--- src/rtl/trav_arb.sv ---
// Three-source traversal request arbiter: a private FIFO per source feeding a
// single round-robin-granted output register with downstream back-pressure.
module trav_arb #(
  parameter int WIDTH = 96,
  parameter int DEPTH = 2
) (
  input  logic             clk,
  input  logic             rst,
  input  logic             ss_to_tarb_valid0,
  input  logic [WIDTH-1:0] ss_to_tarb_data0,
  output logic             ss_to_tarb_stall0,
  input  logic             ss_to_tarb_valid1,
  input  logic [WIDTH-1:0] ss_to_tarb_data1,
  output logic             ss_to_tarb_stall1,
  input  logic             raygen_to_tarb_valid,
  input  logic [WIDTH-1:0] raygen_to_tarb_data,
  output logic             raygen_to_tarb_stall,
  output logic             tarb_to_trav_valid,
  output logic [WIDTH-1:0] tarb_to_trav_data,
  output logic [1:0]       tarb_to_trav_src,
  input  logic             tarb_to_trav_stall,
  output logic             busy
);

  localparam int PW = (DEPTH > 1) ? $clog2(DEPTH) : 1;
  localparam int CW = $clog2(DEPTH + 1);

  logic [2:0]       in_valid;
  logic [WIDTH-1:0] in_data [3];
  logic [2:0]       full;
  logic [2:0]       not_empty;
  logic [2:0]       push;
  logic [2:0]       grant_vec;
  logic [WIDTH-1:0] head [3];

  assign in_valid   = {raygen_to_tarb_valid, ss_to_tarb_valid1, ss_to_tarb_valid0};
  assign in_data[0] = ss_to_tarb_data0;
  assign in_data[1] = ss_to_tarb_data1;
  assign in_data[2] = raygen_to_tarb_data;

  // Stalls come straight from registered occupancy, so a full FIFO never
  // accepts a write in the cycle it is popped.
  assign ss_to_tarb_stall0    = full[0];
  assign ss_to_tarb_stall1    = full[1];
  assign raygen_to_tarb_stall = full[2];

  generate
    for (genvar gi = 0; gi < 3; gi++) begin : g_fifo
      logic [WIDTH-1:0] mem [DEPTH];
      logic [PW-1:0]    wr_ptr_reg;
      logic [PW-1:0]    rd_ptr_reg;
      logic [CW-1:0]    count_reg;

      assign full[gi]      = (count_reg == CW'(DEPTH));
      assign not_empty[gi] = (count_reg != '0);
      assign push[gi]      = in_valid[gi] & ~full[gi];
      assign head[gi]      = mem[rd_ptr_reg];

      always_ff @(posedge clk or posedge rst) begin
        if (rst) begin
          wr_ptr_reg <= '0;
          rd_ptr_reg <= '0;
          count_reg  <= '0;
        end else begin
          if (push[gi]) wr_ptr_reg <= wr_ptr_reg + PW'(1);
          if (grant_vec[gi]) rd_ptr_reg <= rd_ptr_reg + PW'(1);
          case ({push[gi], grant_vec[gi]})
            2'b10:   count_reg <= count_reg + CW'(1);
            2'b01:   count_reg <= count_reg - CW'(1);
            default: count_reg <= count_reg;
          endcase
        end
      end

      always_ff @(posedge clk) begin
        if (push[gi]) mem[wr_ptr_reg] <= in_data[gi];
      end
    end
  endgenerate

  logic [1:0] rr_reg;
  logic [1:0] rr_next;
  logic [1:0] rr_eff;
  logic [1:0] order [3];
  logic       can_load;
  logic       grant_any;
  logic [1:0] grant_idx;

  assign can_load = ~tarb_to_trav_valid | ~tarb_to_trav_stall;

  always_comb begin
    grant_vec = '0;
    grant_any = 1'b0;
    grant_idx = 2'd0;
    rr_eff    = (rr_reg == 2'd3) ? 2'd0 : rr_reg;
    order[0]  = rr_eff;
    order[1]  = (rr_eff == 2'd2) ? 2'd0 : rr_eff + 2'd1;
    order[2]  = (rr_eff == 2'd0) ? 2'd2 : rr_eff - 2'd1;
    if (can_load) begin
      for (int k = 0; k < 3; k++) begin
        if (!grant_any && not_empty[order[k]]) begin
          grant_any            = 1'b1;
          grant_idx            = order[k];
          grant_vec[order[k]]  = 1'b1;
        end
      end
    end
    rr_next = rr_reg;
    if (grant_any) rr_next = (grant_idx == 2'd2) ? 2'd0 : grant_idx + 2'd1;
  end

  always_ff @(posedge clk or posedge rst) begin
    if (rst) begin
      rr_reg             <= 2'd0;
      tarb_to_trav_valid <= 1'b0;
      tarb_to_trav_data  <= '0;
      tarb_to_trav_src   <= 2'd0;
    end else begin
      rr_reg <= rr_next;
      if (can_load) begin
        tarb_to_trav_valid <= grant_any;
        if (grant_any) begin
          tarb_to_trav_data <= head[grant_idx];
          tarb_to_trav_src  <= grant_idx;
        end
      end
    end
  end

  assign busy = (|not_empty) | tarb_to_trav_valid;

endmodule

--- config.mk ---
export PLATFORM = sky130hd
export DESIGN_NAME = trav_arb
export DESIGN_NICKNAME = d
export VERILOG_FILES = /design/src/rtl/trav_arb.sv
export SDC_FILE = /design/constraint.sdc
export NUM_CORES = 1
export LEC_CHECK = 0
export CORE_ASPECT_RATIO = 1.5
export CORE_UTILIZATION = 25
export CTS_CLUSTER_SIZE = 20
export DETAILED_ROUTE_END_ITERATION = 8
export PLACE_DENSITY = 0.53
export SLEW_MARGIN = 5
export SYNTH_ARGS = -nofsm -noshare
export SYNTH_HDL_FRONTEND = slang
export SYNTH_SLANG_ARGS = --single-unit
--- constraint.sdc ---
create_clock -name clk -period 6.6 [get_ports clk]
set_input_delay 1.65 -clock clk [delete_from_list [all_inputs] [get_ports clk]]
set_output_delay 1.65 -clock clk [all_outputs]
set_load 0.03 [all_outputs]
Yosys cells after proc, flatten, opt, wreduce, memory -nomap -nowiden. Memories as Yosys holds them, arrays and structs flattened. Cells that the tools add are included.

Flip-flop bits (word level): 113. RAM bits: 576. Bits of input ports: 294. Output and inout bits: 103. Memories kept: 3.

Memory list: g_fifo[0].mem (depth 2, bits a word 96, rd ports 1, clocked after memory_dff 0, wr ports 1, line 49) `logic [WIDTH-1:0] mem [DEPTH];`; g_fifo[1].mem (depth 2, bits a word 96, rd ports 1, clocked after memory_dff 0, wr ports 1, line 49); g_fifo[2].mem (depth 2, bits a word 96, rd ports 1, clocked after memory_dff 0, wr ports 1, line 49).

$add $sub $neg: 15. Magnitude comparators: 7. Eq/ne operators: 12. Multiplexer cells: 44. Bitwise operators: 13. Reduce and logical (&&, ||, !) cells: 16.

Operator list (number): $bmux 96 s2 (1); $mux 96 (2); $eq 2x2->1 const B (9); $mux 1 (18); $mux 3 (6); $mux 2 (8); $pmux 2 s2 (3); $reduce_bool 2->1 (6); $add 2x1->2 const B (5); $lt 2x3->1 const B (3); $sub 2x1->2 const B (4); $add 1x1->1 const B (6); $bmux 1 s2 (3); $demux 1 s2 (3); $eq 2x1->1 const B (3); $ge 2x1->1 const B (3); $or 3x3->3 (2); $logic_and 1x1->1 (5); $not 1->1 (5); $and 1x1->1 (3); $ge 3x3->1 const B (1); $not 2->3 (1); $reduce_or 3->1 (1); $logic_not 1->1 (2); other kinds (3) (4).

Longest topological paths before layout.
Word-level depth: 18. Depth in mapped cells: 13. Depth with buffers taken out: 11.

Worst setup path after synthesis. OpenSTA, ideal clock, no wires.

Path type: input to register. Start point: in ss_to_tarb_valid0. End point: mem g_fifo[0].mem[0][0], enable pin. Setup time: 0.551 ns. Arrival: 5.742 ns. Data required time: 6.049 ns. Slack: 0.307 ns. Stages: 2. Cells stage by stage: nand2_1 -> nor2_1.

Cells in the longest elaborated chain, start to end: 3.

RTL lines: start, declared (line 9) `input logic ss_to_tarb_valid0,`; $and 1x1->1 (line 56) `assign push[gi] = in_valid[gi] & ~full[gi];`; $mux 1 (line 76) `if (push[gi]) mem[wr_ptr_reg] <= in_data[gi];`; $mux 1 (implied by the code) (line 76); end, declared (line 49).

No other way between the ends.

Worst setup path in the final report.
Start point: reg rr_reg[0]. End point: reg tarb_to_trav_data[61].

Cells in the longest elaborated chain, start to end: 18. Elaborated cells between the ends (all ways): 33.

RTL lines: start, declared (line 81) `logic [1:0] rr_reg;`; start signal, assigned (line 119) `rr_reg <= rr_next;`; $eq 2x2->1 (line 95) `rr_eff = (rr_reg == 2'd3) ? 2'd0 : rr_reg;`; $mux 2 (*) (line 95); parallel branches: the longest is 16 deep, another holds $add 2x1->2; end signal, assigned (line 123) `tarb_to_trav_data <= head[grant_idx];`; end, declared (line 19) `output logic [WIDTH-1:0] tarb_to_trav_data,`.

Mark *: on every way between the ends. The select of a mux whose other input is x is not followed. A chain may end at the register's enable or synchronous reset.

==> flow_metrics.env <==
export IMPL_status="complete, no violations"
export IMPL_antenna_left=0
export IMPL_via_per_inst=4.45
export IMPL_ys_seq_elements=689
export IMPL_finalWeightedCongestion=0.760
export IMPL_syn_area_per_cell_um2=17.0
export IMPL_cts_tree="done"
export IMPL_synth_ff_type="edfxtp_1"
export IMPL_die_area_um2=108000
export IMPL_wl_per_cell_um=22.5
export IMPL_critPathRequiredTime_ns=7.07
export IMPL_max_clock_path_buffers=3
export IMPL_placed_cell_area_um2=32200
export IMPL_grt_overflow=0
export IMPL_rsz0062_at_grt="false"
export IMPL_die_h_um=402
export IMPL_slew_headroom=0.239
export IMPL_fin_util=0.328
export IMPL_async_reset_ff_frac=0.164
export IMPL_final_nets=2273
export IMPL_io_pins=397
export IMPL_clk_pin_slew_worst_paths_ns=0.06
export IMPL_numCtsBuffers=72
export IMPL_syn_inst=1574
export IMPL_grt_usage=0.144
export IMPL_clk_latency_ns=0.65
export IMPL_crit_end="tarb_to_trav_data[61]"
export IMPL_synth_fp_nets=1875
export IMPL_cts_hold_buf=0
export IMPL_whs_ns=0.490
export IMPL_largest_reg_flops=576
export IMPL_yosysTopAreaCell="edfxtp_1"
export IMPL_start_util=0.252
export IMPL_cts_sinks=689
export IMPL_cts_root_buf="clkbuf_16"
export IMPL_ys_top_cells_by_count="edfxtp_1, mux2i_1, dfrtp_1, nand2_1, a21oi_1"
export IMPL_setup_violations=0
export IMPL_synth_edff_count=576
export IMPL_final_area_um2=34700
export IMPL_netlist_area_leader_share=0.648
export IMPL_final_fill_count=10200
export IMPL_die_w_um=269
export IMPL_max_cap_violations=0
export IMPL_worstSetupStartpoint="rr_reg[0]"
export IMPL_drc=0
export IMPL_core_um2=106000
export IMPL_r2r_end="tarb_to_trav_data[61]"
export IMPL_drt_initial_drc_count=924
export IMPL_hold_class="reg -> reg"
export IMPL_htreeDepth=3
export IMPL_ir_drop_uv=314
export IMPL_fin_skew_ns=0.0187
export IMPL_drv_slew=0
export IMPL_ff2ff_path_depth=8
export IMPL_yosys_warnings=0
export IMPL_cts_setup_buffers=0
export IMPL_grt_pass1_wl_um=112000
export IMPL_dp_cells=3304
export IMPL_wl_um=77700
export IMPL_syn_area_um2=26700
export IMPL_cts_resized=0
export IMPL_dp_hpwl_um=51500
export IMPL_worstSetupEndpointType="flip-flop"
export IMPL_r2r_slack_ns=2.43
export IMPL_grt_max_degree=95
export IMPL_row_count=146
export IMPL_p_per_area_nw_per_um2=491
export IMPL_hold_viol_final=0
export IMPL_tightest_slew_ns=1.14
export IMPL_hp_start="tarb_to_trav_data[95]"
export IMPL_first_pass_iters=5
export IMPL_worst_setup_path_type="reg -> reg"
export IMPL_crit_arrival_ns=4.64
export IMPL_grt_pass1_vias=16400
export IMPL_r2r_start="rr_reg[0]"
export IMPL_startpoint_type="flip-flop"
export IMPL_synth_area_leaders="edfxtp_1, dfrtp_1, mux2i_1"
export IMPL_vias=15300
export IMPL_crit_fanout=43
export IMPL_period_minus_slack_ns=4.17
export IMPL_fin_crit_sh=0.632
export IMPL_drive_gt1_frac=0.139
export IMPL_ys_types=60
export IMPL_setup_tns_ns=0
export IMPL_final_cells=3448
export IMPL_fmax_mhz=240
export IMPL_synth_most_common_cell="edfxtp_1"
export IMPL_port_buffers=396
export IMPL_leakagePower_nw=12.2
export IMPL_antenna_found_initial=21
export IMPL_ys_seq_area_frac=0.754
export IMPL_synthToLayoutAreaGrowth_pct=30.0
per-stage QoR:
step	worst slack (ns)	power [mW]
2_1_floorplan	0.307	10.7
3_3_place_gp	2.22	12.9
3_5_place_dp	2.22	13.0
4_1_cts	2.38	17.3
5_1_grt	2.17	17.9
6_report	2.43	17.0
cells by family (layout without fill, tap and decap cells):
logic type | after synthesis | in the layout | synth area share
compound gates | 234 | 234 | 0.0663
xor+xnor | 15 | 15 | 0.00492
fa+ha+maj | 9 | 9 | 0.00413
buf+inv | 104 | 561 | 0.0202
flops | 689 | 689 | 0.754
mux | 289 | 289 | 0.113
other cells | 0 | 11 | 0
simple gates | 234 | 234 | 0.0376
cell type report:
cell class	count	area, um2	area share
tap	1406	1760	0.0507
multi-input combinational	781	6090	0.176
clock inverter	36	457	0.0132
timing repair buffer	422	4180	0.121
sequential	689	20100	0.580
antenna	11	27.5	0.000794
clock buffer	97	2010	0.0578
inverter	6	27.5	0.000794
report_power, final:
group | total (mW) | internal [mW] | switching (mW)
Clock | 4.24 | 2.47 | 1.77
Combinational | 6.10 | 2.31 | 3.79
Sequential | 6.67 | 6.08 | 0.597
critical path, stage by stage (launching register included):
cell and delay [ns]:
dfrtp_1 0.41, inv_1 0.10, ha_1 0.57, maj3_2 0.37
nor2_2 0.06, or3_1 0.79, nand2b_4 0.76, buf_4 0.61
o221ai_1 0.25
layout by cell type (no fill, tap or decap), types with 5 or more instances in the layout:
master and instances:
edfxtp_1 576, clkdlybuf4s50_1 396, mux2i_1 193, nand2_1 111
dfrtp_1 110, a21oi_1 99, mux2_2 96, nor2_1 84
clkbuf_16 72, o221ai_1 58, buf_4 24, o221ai_2 20
a22o_1 17, clkbuf_1 14, diode_2 11, clkbuf_8 11
clkinv_2 10, o311ai_0 9, xnor2_1 9, o311ai_1 9
bufinv_16 8, ha_1 7, o21ai_0 6, xor2_1 6
clkinvlp_4 6, inv_1 5, nand2b_1 5
worst min path at each step:
stage / end / cells after the start / slack [ns]
after detailed placement: tarb_to_trav_data[14] / 2 / 0.48
after global routing: tarb_to_trav_src[0] / 2 / 0.52
after floorplan: g_fifo[0].wr_ptr_reg / 1 / 0.46
after CTS: tarb_to_trav_data[69] / 2 / 0.49
after global placement: tarb_to_trav_data[95] / 2 / 0.48
final: tarb_to_trav_data[95] / 2 / 0.49
metal layers:
layer,global-route usage,wire [um]
met1,0.168,31000
met2,0.256,40500
met3,0.0268,3790
met4,0.0566,2440
met5,0,54
Note: power is estimated with default switching activity, not from simulation.
